$ cat src/rtl/led_arbiter_pkg.sv
// Shared definitions for the LED bank arbiter: FSM state encoding and helpers.
package led_arbiter_pkg;

  typedef enum logic [1:0] {
    ST_IDLE = 2'd0,
    ST_SHOW = 2'd1,
    ST_GAP  = 2'd2
  } arb_state_t;

  // Index width that stays legal for a single requester.
  function automatic int idx_width(input int n);
    return (n > 1) ? $clog2(n) : 1;
  endfunction

endpackage

$ cat src/rtl/led_arbiter_rr_pick.sv
// Combinational round-robin picker: first set request bit scanning ptr, ptr+1, ... with wrap.
module rr_pick
  import led_arbiter_pkg::*;
#(
  parameter int NUM_REQ = 4,
  parameter int IDX_W   = idx_width(NUM_REQ)
) (
  input  logic [NUM_REQ-1:0] req,
  input  logic [IDX_W-1:0]   ptr,
  output logic [IDX_W-1:0]   winner,
  output logic               valid
);

  // Scanning from the farthest slot back to ptr lets the nearest hit overwrite the rest.
  always_comb begin
    // NOTE: every output gets a default before the loop so no path leaves it unassigned (no latch).
    winner = '0;
    valid  = 1'b0;
    for (int k = NUM_REQ - 1; k >= 0; k--) begin
      if (req[(int'(ptr) + k) % NUM_REQ]) begin
        winner = IDX_W'((int'(ptr) + k) % NUM_REQ);
        valid  = 1'b1;
      end
    end
  end

endmodule

$ cat src/rtl/led_arbiter.sv
// Time-sliced round-robin owner of an active-low LED bank.
// Optional build macro LED_ARB_HEARTBEAT_EN: blink LED 0 while the bank is unowned.
module led_arbiter
  import led_arbiter_pkg::*;
#(
  parameter int NUM_REQ      = 4,
  parameter int LED_W        = 4,
  parameter int DWELL_CYCLES = 25_000_000,
  parameter int CNT_W        = 25
) (
  input  logic                     i_Clk,
  input  logic                     i_Rst_L,
  input  logic [NUM_REQ-1:0]       i_Req,
  input  logic [NUM_REQ*LED_W-1:0] i_Data,
  output logic [NUM_REQ-1:0]       o_Grant,
  output logic                     o_Busy,
  output logic [LED_W-1:0]         o_LED
);

  localparam int               IDX_W    = idx_width(NUM_REQ);
  localparam logic [CNT_W-1:0] CNT_LAST = CNT_W'(DWELL_CYCLES - 1);
  localparam logic [LED_W-1:0] LED_OFF  = '1;

  arb_state_t         state, next_state;
  logic [IDX_W-1:0]   ptr, owner, next_owner, win;
  logic               win_valid;
  logic [CNT_W-1:0]   cnt, cnt_next;
  logic [NUM_REQ-1:0] owner_oh, next_oh;
  logic               expire, owner_req, others_req;
  logic [NUM_REQ-1:0] grant_d;
  logic [LED_W-1:0]   led_d, idle_led;

  rr_pick #(.NUM_REQ(NUM_REQ), .IDX_W(IDX_W)) u_pick (
    .req    (i_Req),
    .ptr    (ptr),
    .winner (win),
    .valid  (win_valid)
  );

  assign owner_oh   = NUM_REQ'(1) << owner;
  assign next_oh    = NUM_REQ'(1) << next_owner;
  assign expire     = (cnt == CNT_LAST);
  assign owner_req  = i_Req[owner];
  assign others_req = |(i_Req & ~owner_oh);

  // State register, owner, dwell counter and round-robin pointer.
  always_ff @(posedge i_Clk or negedge i_Rst_L) begin
    if (!i_Rst_L) begin
      state <= ST_IDLE;
      owner <= '0;
      cnt   <= '0;
      ptr   <= '0;
    end else begin
      // NOTE: sequential state uses non-blocking assignments so every register samples pre-edge values.
      state <= next_state;
      owner <= next_owner;
      cnt   <= cnt_next;
      if (state == ST_SHOW && next_state == ST_GAP)
        ptr <= (owner == IDX_W'(NUM_REQ - 1)) ? '0 : owner + IDX_W'(1);
    end
  end

  // Release and expiry-with-contention collapse into one GAP transition.
  always_comb begin
    next_state = state;
    next_owner = owner;
    cnt_next   = '0;
    unique case (state)
      ST_IDLE: begin
        if (win_valid) begin
          next_state = ST_SHOW;
          next_owner = win;
        end
      end
      ST_SHOW: begin
        if (!owner_req || (expire && others_req))
          next_state = ST_GAP;
        else
          cnt_next = expire ? '0 : cnt + CNT_W'(1);
      end
      ST_GAP:  next_state = ST_IDLE;
      default: next_state = ST_IDLE;
    endcase
  end

`ifdef LED_ARB_HEARTBEAT_EN
  logic [CNT_W-1:0] hb_cnt;
  logic             hb, hb_next;

  assign hb_next = (hb_cnt == CNT_LAST) ? ~hb : hb;

  always_ff @(posedge i_Clk or negedge i_Rst_L) begin
    if (!i_Rst_L) begin
      hb_cnt <= '0;
      hb     <= 1'b0;
    end else begin
      hb_cnt <= (hb_cnt == CNT_LAST) ? '0 : hb_cnt + CNT_W'(1);
      hb     <= hb_next;
    end
  end

  always_comb begin
    idle_led    = LED_OFF;
    idle_led[0] = ~hb_next;
  end
`else
  assign idle_led = LED_OFF;
`endif

  // Outputs are decoded from the next state so they change on the same edge as the FSM.
  always_comb begin
    grant_d = '0;
    led_d   = LED_OFF;
    unique case (next_state)
      ST_SHOW: begin
        grant_d = next_oh;
        led_d   = ~i_Data[int'(next_owner) * LED_W +: LED_W];
      end
      ST_IDLE: led_d = idle_led;
      default: led_d = LED_OFF;
    endcase
  end

  always_ff @(posedge i_Clk or negedge i_Rst_L) begin
    if (!i_Rst_L) begin
      o_Grant <= '0;
      o_Busy  <= 1'b0;
      o_LED   <= LED_OFF;
    end else begin
      o_Grant <= grant_d;
      o_Busy  <= (next_state == ST_SHOW);
      o_LED   <= led_d;
    end
  end

endmodule

$ cat config.mk
export PLATFORM = sky130hd
export DESIGN_NAME = led_arbiter
export DESIGN_NICKNAME = d
export VERILOG_FILES = /design/src/rtl/led_arbiter_pkg.sv /design/src/rtl/led_arbiter_rr_pick.sv /design/src/rtl/led_arbiter.sv
export SDC_FILE = /design/constraint.sdc
export NUM_CORES = 1
export LEC_CHECK = 0
export CORE_MARGIN = 3
export CORE_UTILIZATION = 30
export CTS_BUF_LIST = sky130_fd_sc_hd__clkbuf_8
export DETAILED_ROUTE_END_ITERATION = 16
export GPL_ROUTABILITY_DRIVEN = 0
export MAX_ROUTING_LAYER = met4
export SYNTH_ARGS = -nofsm -noshare
export SYNTH_HDL_FRONTEND = slang
export SYNTH_SLANG_ARGS = --single-unit
$ cat constraint.sdc
create_clock -name i_Clk -period 2.4 [get_ports i_Clk]
set_input_delay 0.24 -clock i_Clk [delete_from_list [all_inputs] [get_ports i_Clk]]
set_output_delay 0.24 -clock i_Clk [all_outputs]
set_load 0.05 [all_outputs]
; ---- Yosys cells after proc, flatten, opt, wreduce, memory -nomap -nowiden
; Index checks and enable logic that the tools add are counted.
; W data, S select, Z words.
[totals]
register_bits = 40
input_bits = 22
output_inout_bits = 9
word_cells = 72
[classes]
add_sub_neg = 5
order_cmp = 5
n_eq_ne = 5
n_shift = 3
muxes = 32
bitwise_logic = 6
reduce_logical = 9
[ops]
columns = op, count
row1 = $mux W25, 3
row2 = $add A25 B1 Y25 const B, 1
row3 = $eq A25 B25 Y1 const B, 1
row4 = $mux W2, 9
row5 = $shiftx A16 B5 Y4, 1
row6 = $lt A3 B4 Y1 const B, 3
row7 = $mux W1, 12
row8 = $bmux W1 S2, 5
row9 = $mux W4, 2
row10 = $not A4 Y4, 2
row11 = $shl A1 B2 Y4 const A, 2
row12 = $lt A2 B3 Y1 const B, 2
row13 = $reduce_or A2 Y1, 3
row14 = $add A2 B1 Y2 const B, 2
row15 = $add A2 B2 Y2 const B, 2
row16 = $and A4 B4 Y4, 1
row17 = $eq A2 B1 Y1 const B, 2
row18 = $eq A2 B2 Y1 const B, 2
row19 = $pmux W2 S2, 1
row20 = $reduce_or A4 Y1, 1
row21 = $and A1 B1 Y1 const A, 3
row22 = $logic_and A1 B1 Y1, 2
row23 = $logic_not A2 Y1, 1
row24 = $logic_not A1 Y1, 1
row25 = $logic_or A1 B1 Y1, 1

; ---- Longest topological paths before layout
; Gate-level depths: netlist of run 1.
[depth]
ltp_word = 15
mapped_depth = 8
mapped_depth_nobuf = 7

; ---- Cells and area by module
; A second synthesis of run 1 with hierarchy kept.
[unflattened]
cells_unflattened = 248
area_unflattened_um2 = 2369.8
[modules_own_cells]
columns = mod, instances, cells_each, area_each_um2, seq_area_each_um2
row1 = led_arbiter, 1, 235, 2292.2, 1006.0
row2 = rr_pick, 1, 13, 77.6, 0.0

; ---- Least setup slack after synthesis of run 1
; Ideal clock, no wire load.
[synth_timing]
path_kind = register to register
from = register cnt[0]
to = register o_Grant[3]
setup_time_ps = 120
arrival_time_ps = 1540
t_required_ps = 2280
path_slack_ps = 740
path_stages_with_launch = 9
n_path_buf = 1
period_less_slack_ps = 1660
cell_sequence = dfrtp_1 ha_1 nand2_1 nor4_1 nand3_1 nor3_1 o21a_1 buf_4 and3b_1
[synth_via]
elab_chain_len = 7
[synth_lines]
columns = element, line
row1 = from (decl), led_arbiter.sv:27  ; logic [CNT_W-1:0] cnt, cnt_next;
row2 = from (signal assigned), led_arbiter.sv:57  ; cnt <= cnt_next;
row3 = $eq A25 B25 Y1, led_arbiter.sv:42  ; assign expire = (cnt == CNT_LAST);
row4 = $logic_and A1 B1 Y1, led_arbiter.sv:76  ; if (!owner_req || (expire && others_req))
row5 = $logic_or A1 B1 Y1, led_arbiter.sv:76
row6 = $mux W2, led_arbiter.sv:76
row7 = $pmux W2 S2, led_arbiter.sv:68  ; unique case (state)
row8 = $eq A2 B1 Y1, led_arbiter.sv:114  ; unique case (next_state)
row9 = $mux W4, led_arbiter.sv:114
row10 = net grant_d[3], led_arbiter.sv:30  ; logic [NUM_REQ-1:0] grant_d;
row11 = to (signal assigned), led_arbiter.sv:130  ; o_Grant <= grant_d;
row12 = to (decl), led_arbiter.sv:15  ; output logic [NUM_REQ-1:0] o_Grant,
; The timed path passes the listed nets, and every way through them passes these cells.
; A chain may end at the register's enable or synchronous reset.

; ---- Worst setup path in the final report of run 1
[layout_timing]
from = register cnt[0]
to = register o_LED[3]
[layout_via]
elab_chain_len = 7
[layout_lines]
columns = element, line
row1 = $eq A25 B25 Y1, led_arbiter.sv:42
row2 = $logic_and A1 B1 Y1, led_arbiter.sv:76
row3 = $logic_or A1 B1 Y1, led_arbiter.sv:76
row4 = $mux W2, led_arbiter.sv:76
row5 = $pmux W2 S2, led_arbiter.sv:68
row6 = $eq A2 B1 Y1, led_arbiter.sv:114
row7 = $mux W4, led_arbiter.sv:114
row8 = net led_d[3], led_arbiter.sv:31  ; logic [LED_W-1:0] led_d, idle_led;
row9 = to (signal assigned), led_arbiter.sv:132  ; o_LED <= led_d;
row10 = to (decl), led_arbiter.sv:17  ; output logic [LED_W-1:0] o_LED
; The timed path passes the listed nets, and every way through them passes these cells.

==> results of run 1 <==
[per-layer routing]
layer | vias to the layer above | GRT usage | share of wire
met5 | - | - | 0
li1 | 752 | - | -
met4 | 0 | 0.0244 | 0.0049
met2 | 31 | 0.163 | 0.43
met1 | 695 | 0.157 | 0.52
met3 | 3 | 0.0341 | 0.053
[path summary, 6_finish.rpt]
| path | end | slack, ns | depth (start not counted) |
|---|---|---|---|
| worst max-delay path | o_LED[3]$_DFF_PN1_ | 0.43 | 8 |
| worst min-delay path | cnt[19]$_DFF_PN0_ | 0.05 | 1 |
| worst max register to register | o_LED[3]$_DFF_PN1_ | 0.43 | 8 |
| worst min register to register | cnt[0]$_DFF_PN0_ | 0.48 | 1 |
| max in group asynchronous | owner[0]$_DFF_PN0_ | 1.79 | 1 |
| min in group i_Clk | cnt[0]$_DFF_PN0_ | 0.48 | 1 |
[cells in the mapped netlist, types with 2 or more instances]
cell type	instances	share of area
inv_1	12	0.022
ha_1	5	0.030
mux2_2	2	0.011
dfrtp_1	36	0.43
dfstp_2	4	0.051
nand4_1	4	0.012
nor2_1	29	0.053
nand2_1	10	0.018
or3_1	2	0.0060
and3_1	11	0.033
a211o_1	4	0.017
a21oi_1	3	0.0072
buf_4	2	0.0072
nor3_1	4	0.0097
and2_1	2	0.0060
xor2_1	15	0.063
nand3_1	10	0.024
a211oi_1	3	0.011
mux2i_1	4	0.019
nor3b_1	2	0.0072
xnor2_1	6	0.025
o22ai_1	2	0.0060
o21ai_0	3	0.0072
buf_2	3	0.0072
[area by class of cell]
| type | count | area share |
|---|---|---|
| repair buffers | 32 | 0.128 |
| clock inverters | 2 | 0.00396 |
| flip-flops and latches | 40 | 0.398 |
| well taps | 77 | 0.0381 |
| clock buffers | 6 | 0.0326 |
| multi-input cells | 141 | 0.382 |
| inverters | 12 | 0.0178 |
[state kept, by name (all words and copies together) (netlist names)]
name	cells
cnt	25
o_Grant	4
o_LED	4
owner	2
ptr	2
state	2
o_Busy	1
[stage by stage]
stage	setup WS, ns	total power [µW]	util	hold slack, ns	instances
6_report	0.430	2520	0.387	0.0454	310
3_3_place_gp	0.280	2080	0.373	0.414	302
4_1_cts	0.357	2560	0.387	0.0991	310
5_1_grt	0.212	2710	0.387	0.140	310
2_1_floorplan	0.740	1800	-	-0.0556	200
3_5_place_dp	0.183	2100	0.373	0.410	302
[critical path: stages, from the launching register on]
cell	delay (ns)
dfrtp_1	0.39
ha_1	0.23
nand2_1	0.08
nor4_1	0.20
nand3_1	0.19
nor3_1	0.24
o21a_1	0.29
buf_4	0.19
a211o_1	0.10
[cells by family (layout without fill, tap and decap cells)]
| family | after synthesis | in the layout | synth area share |
|---|---|---|---|
| AOI/OAI and AO/OA | 25 | 25 | 0.101 |
| xor gates and xnor gates | 21 | 21 | 0.0888 |
| adders and majority gates | 5 | 5 | 0.0302 |
| buffers and inverters | 19 | 52 | 0.0477 |
| DFF | 40 | 40 | 0.486 |
| muxes | 7 | 7 | 0.0411 |
| and+or+nand+nor | 83 | 83 | 0.205 |
[power by group through the flow]
| stage | sequential [µW] | clock, µW | combinational (µW) |
|---|---|---|---|
| after floorplan | 1120 | 0 | 685 |
| after global placement | 926 | 0 | 1160 |
| after detailed placement | 918 | 0 | 1180 |
| after CTS | 910 | 472 | 1180 |
| after global routing | 926 | 501 | 1280 |
| final | 907 | 453 | 1160 |
==> flow_summary.toml, run 1 <==
[clock_network]
cts_tree = "yes"
cts_root_buffer = "clkbuf_8"
clockBufferDepth = 2
clkTransAtPathRegs_ns = 0.09
cts_buffers = 5
cts_max_level = 2
cts_setup_buffers = 0
clk_latency_ns = 0.29
holdBufCountCts = 0
cts_resized = 0
cts_num_sinks = 40

[grt]
grt_max_degree = 41
grt_pass1_vias = 1485
grt_overflow = 0
grt_usage = 0.113
grt_pass1_wl_um = 6890
antenna_found_initial = 0

[synth]
syn_avg_cell_area_um2 = 10.4
synth.distinct_cells = 46
ys_ff_latch = 40
syn_nets = 227
synth_edf_count = 0
ys_seq_area_frac = 0.486
synth_flop_cell = "dfrtp_1"
yosys_warnings = 0
syn-cell-area_um2 = 2070
async_flop_share = 1.00
synthesis.instances = 200

[route]
wl_um = 3840
wl_per_cell_um = 12.4
drc = 0
drt.antenna.violating_nets = 0
num_vias = 1481
drt_iter0_drc = 58
viasPerCell = 4.78
drt_pass1_iterations = 4

[sta]
worst_pin_slew_ns = 0.855
slew_viol_final = 0
rsz0062_at_grt = "false"
slew_headroom = 0.430
period_minus_slack_ns = 1.97
tns_ns = 0
setup_viol = 0
finClkSkew_ns = 0.0168
finalHoldViolations = 0
fmax_mhz = 508
fin_crit_sh = 0.821

[finish]
final_common_cell = "dfrtp_1"
synthToLayoutAreaGrowth_pct = 22.1
seq_area_um2 = 1010
multiInputGateArea_um2 = 967
final_cell_mix = "36 x dfrtp_1, 29 x nor2_1, 29 x clkdlybuf4s50_1"
nFillCells = 667
diodes = 0
drive_gt1_frac = 0.107
design_area_um2 = 2530
final_nets = 259

[power_and_ir_drop]
power_frac_seq = 0.360
p_int_uw = 1530
leakage_uw = 0.00110
p_comb_frac = 0.460
switchingPower_uw = 991
switching_share = 0.394
pwr_density_cell_nw_per_um2 = 995
clockPowerShare = 0.180
peakVddDrop_mv = 0.569

[setup_path]
cp_max_fo = 7
crit_type = "reg -> reg"
arrival_ns = 2.19
rr_startpoint = "cnt[0]$_DFF_PN0_"
end_kind = "flip-flop"
start_kind = "flip-flop"
cp-startpoint = "cnt[0]$_DFF_PN0_"
crit_required_ns = 2.62

[die]
core_um2 = 6530
dieWidth_um = 89.1
ios = 31
rows = 29
fp.dieH_um = 89.1
dieArea_um2 = 7940
initial_core_util = 0.317

[placed_design]
placed_cell_area_um2 = 2440
io_buffers = 30
dpl.hpwl_um = 2830

[flow_run]
maxCapViolCount = 0

[worst_hold_path]
hold_path.class = "in -> async"

[status]
outcome = "finished clean"
No activity file was read; power rests on OpenSTA's default activity.
==> run 2, diff against run 1 <==
- clock period: 2.4 -> 1.71 ns (I/O delays scaled with it)
==> run 2 against run 1 <==
Effect of this change:
- wire length increased by 16%
- global-route usage is 0.90 points higher
- non-clock buffer count rose by 47
- clock power rose by 50%
- sequential power up 40%
- critical path type unchanged
- via count grew 12%
- total power rose by 65%
- register-to-register slack got worse by 0.43 ns
- worst hold slack better by 0.42 ns
- combinational power increased by 90%
==> flow_summary.toml, run 2 (synthesis gave the netlist of run 1 again) <==
[finish]
nFillCells = 630
synthToLayoutAreaGrowth_pct = 49.3
final_nets = 306
diodes = 0
largest_register_ffs = 25
regMostFlops = "cnt"
top_regs = "cnt x25, o_Grant x4, o_LED x4"
drive_gt1_frac = 0.382
design_area_um2 = 3090
final_common_cell = "buf_4"
utilization = 0.474
final_cell_mix = "43 x buf_4, 34 x dfrtp_1, 23 x nor2_1"

[setup_path]
end_kind = "flip-flop"
cp_max_fo = 5
crit_slowest_cell = "dfrtp_1"
reg2reg_depth = 7
crit_required_ns = 1.89
crit_type = "reg -> reg"
arrival_ns = 1.89
start_kind = "flip-flop"
cp_common_cell = "buf_6"
path_cells = "buf_6 > nor4_4 > nand3_2 > buf_6 > o21bai_4 > clkbuf_16 > nor2_1"
max_stage_delay_ns = 0.39

[sta]
finClkSkew_ns = 0.00742
slew_viol_final = 0
finalHoldViolations = 0
fin_crit_sh = 1.00
tns_ns = 0
fmax_mhz = 585
period_minus_slack_ns = 1.71
slew_headroom = 0.667
rsz0062_at_grt = "true"
worst_pin_slew_ns = 0.498
setup_viol = 0
holdWs_ns = 0.467
setup_slack_ns = 0.000143

[route]
route.met2.wl_um = 2140
drt_pass1_iterations = 4
wl_um = 4470
num_vias = 1664
wl_per_cell_um = 12.5
drt_iter0_drc = 49
met3_length_um = 273
viasPerCell = 4.66
wl_met1_um = 2000
drc = 0
routed.top_layer = "met4"
drt.antenna.violating_nets = 0

[placed_design]
place_ws_ns = -0.303
placed_cell_area_um2 = 2690
io_buffers = 30
dpl.hpwl_um = 3140

[die]
initial_core_util = 0.317
fp.dieH_um = 89.1
rows = 29
dieArea_um2 = 7940
dieWidth_um = 89.1
core_um2 = 6530
ios = 31

[clock_network]
cts_num_sinks = 40
cts_tree = "yes"
clockBufferDepth = 2
clk_latency_ns = 0.29
cts_root_buffer = "clkbuf_8"
cts_buffers = 5
clkTransAtPathRegs_ns = 0.08
cts_max_level = 2

[status]
outcome = "finished clean"

[flow_run]
maxCapViolCount = 0

[grt]
grt_pass1_vias = 1658
grt_usage = 0.122
grt_pass1_wl_um = 7400
grt_overflow = 0
antenna_found_initial = 0
grt_max_degree = 41

[power_and_ir_drop]
peakVddDrop_mv = 0.821
leakage_uw = 0.00141
pwr_density_cell_nw_per_um2 = 1340

[worst_hold_path]
hold_path.class = "in -> async"
[run 2: cell count changes in the layout (fill, tap and decap cells not counted), moves of 3 or more]
cell,delta
buf_4,+42
buf_6,+8
clkdlybuf4s50_1,-8
nor2_1,-6
nor2_4,+4
and3_1,-3
dlymetal6s2s_1,+3
nand2_1,-3
[run 2: metrics by stage]
step | total power [µW] | std cells
floorplan | 2530 | 200
global placement | 3170 | 337
detailed placement | 3190 | 337
CTS | 3970 | 350
global route | 4440 | 357
finish | 4140 | 357
[run 2: repair_timing]
action | in CTS | in global routing
gates cloned | 0 | 2
endpoints found under the setup margin | 14 | 37
setup buffers | 4 | 5
hold endpoints to repair | 36 | 0
hold buffers | 1 | 0
resized for setup | 12 | 41
pin swaps | 5 | 11
[run 2: area by class of cell]
cell class,instances,area [µm²],area share
multi-input combinational,141,1120,0.363
clock inverter,1,3.75,0.00121
tap,77,96.3,0.0311
timing repair buffer,79,721,0.233
sequential,40,1010,0.326
clock buffer,7,96.3,0.0311
inverter,12,45.0,0.0146
[run 2: layer usage]
layer,vias up,global-route usage
li1,847,-
met1,775,0.154
met2,35,0.192
met3,7,0.0369
met4,0,0.0325
met5,-,-
[run 2: power by group]
part / internal, µW / switching (µW) / total [µW]
combinational: 1070 / 1130 / 2200
sequential: 1160 / 108 / 1270
clock: 362 / 317 / 679
total: 2590 / 1550 / 4140
[run 2: path summary, 6_finish.rpt]
path | start | end | slack (ns)
max | cnt[6]$_DFF_PN0_ | cnt[14]$_DFF_PN0_ | 0.0001
min | i_Rst_L | cnt[19]$_DFF_PN0_ | 0.47
max reg2reg | cnt[6]$_DFF_PN0_ | cnt[14]$_DFF_PN0_ | 0.0001
min reg2reg | cnt[14]$_DFF_PN0_ | cnt[14]$_DFF_PN0_ | 0.53
max in group asynchronous | i_Rst_L | owner[0]$_DFF_PN0_ | 0.87
min in group i_Clk | cnt[14]$_DFF_PN0_ | cnt[14]$_DFF_PN0_ | 0.53
[run 2: critical path: cells and delay by family (launching register included)]
kind / cells / cell delay, ns
buffers and inverters: 3 / 0.49
and+or+nand+nor: 3 / 0.46
DFF: 1 / 0.39
AOI/OAI and AO/OA: 1 / 0.25
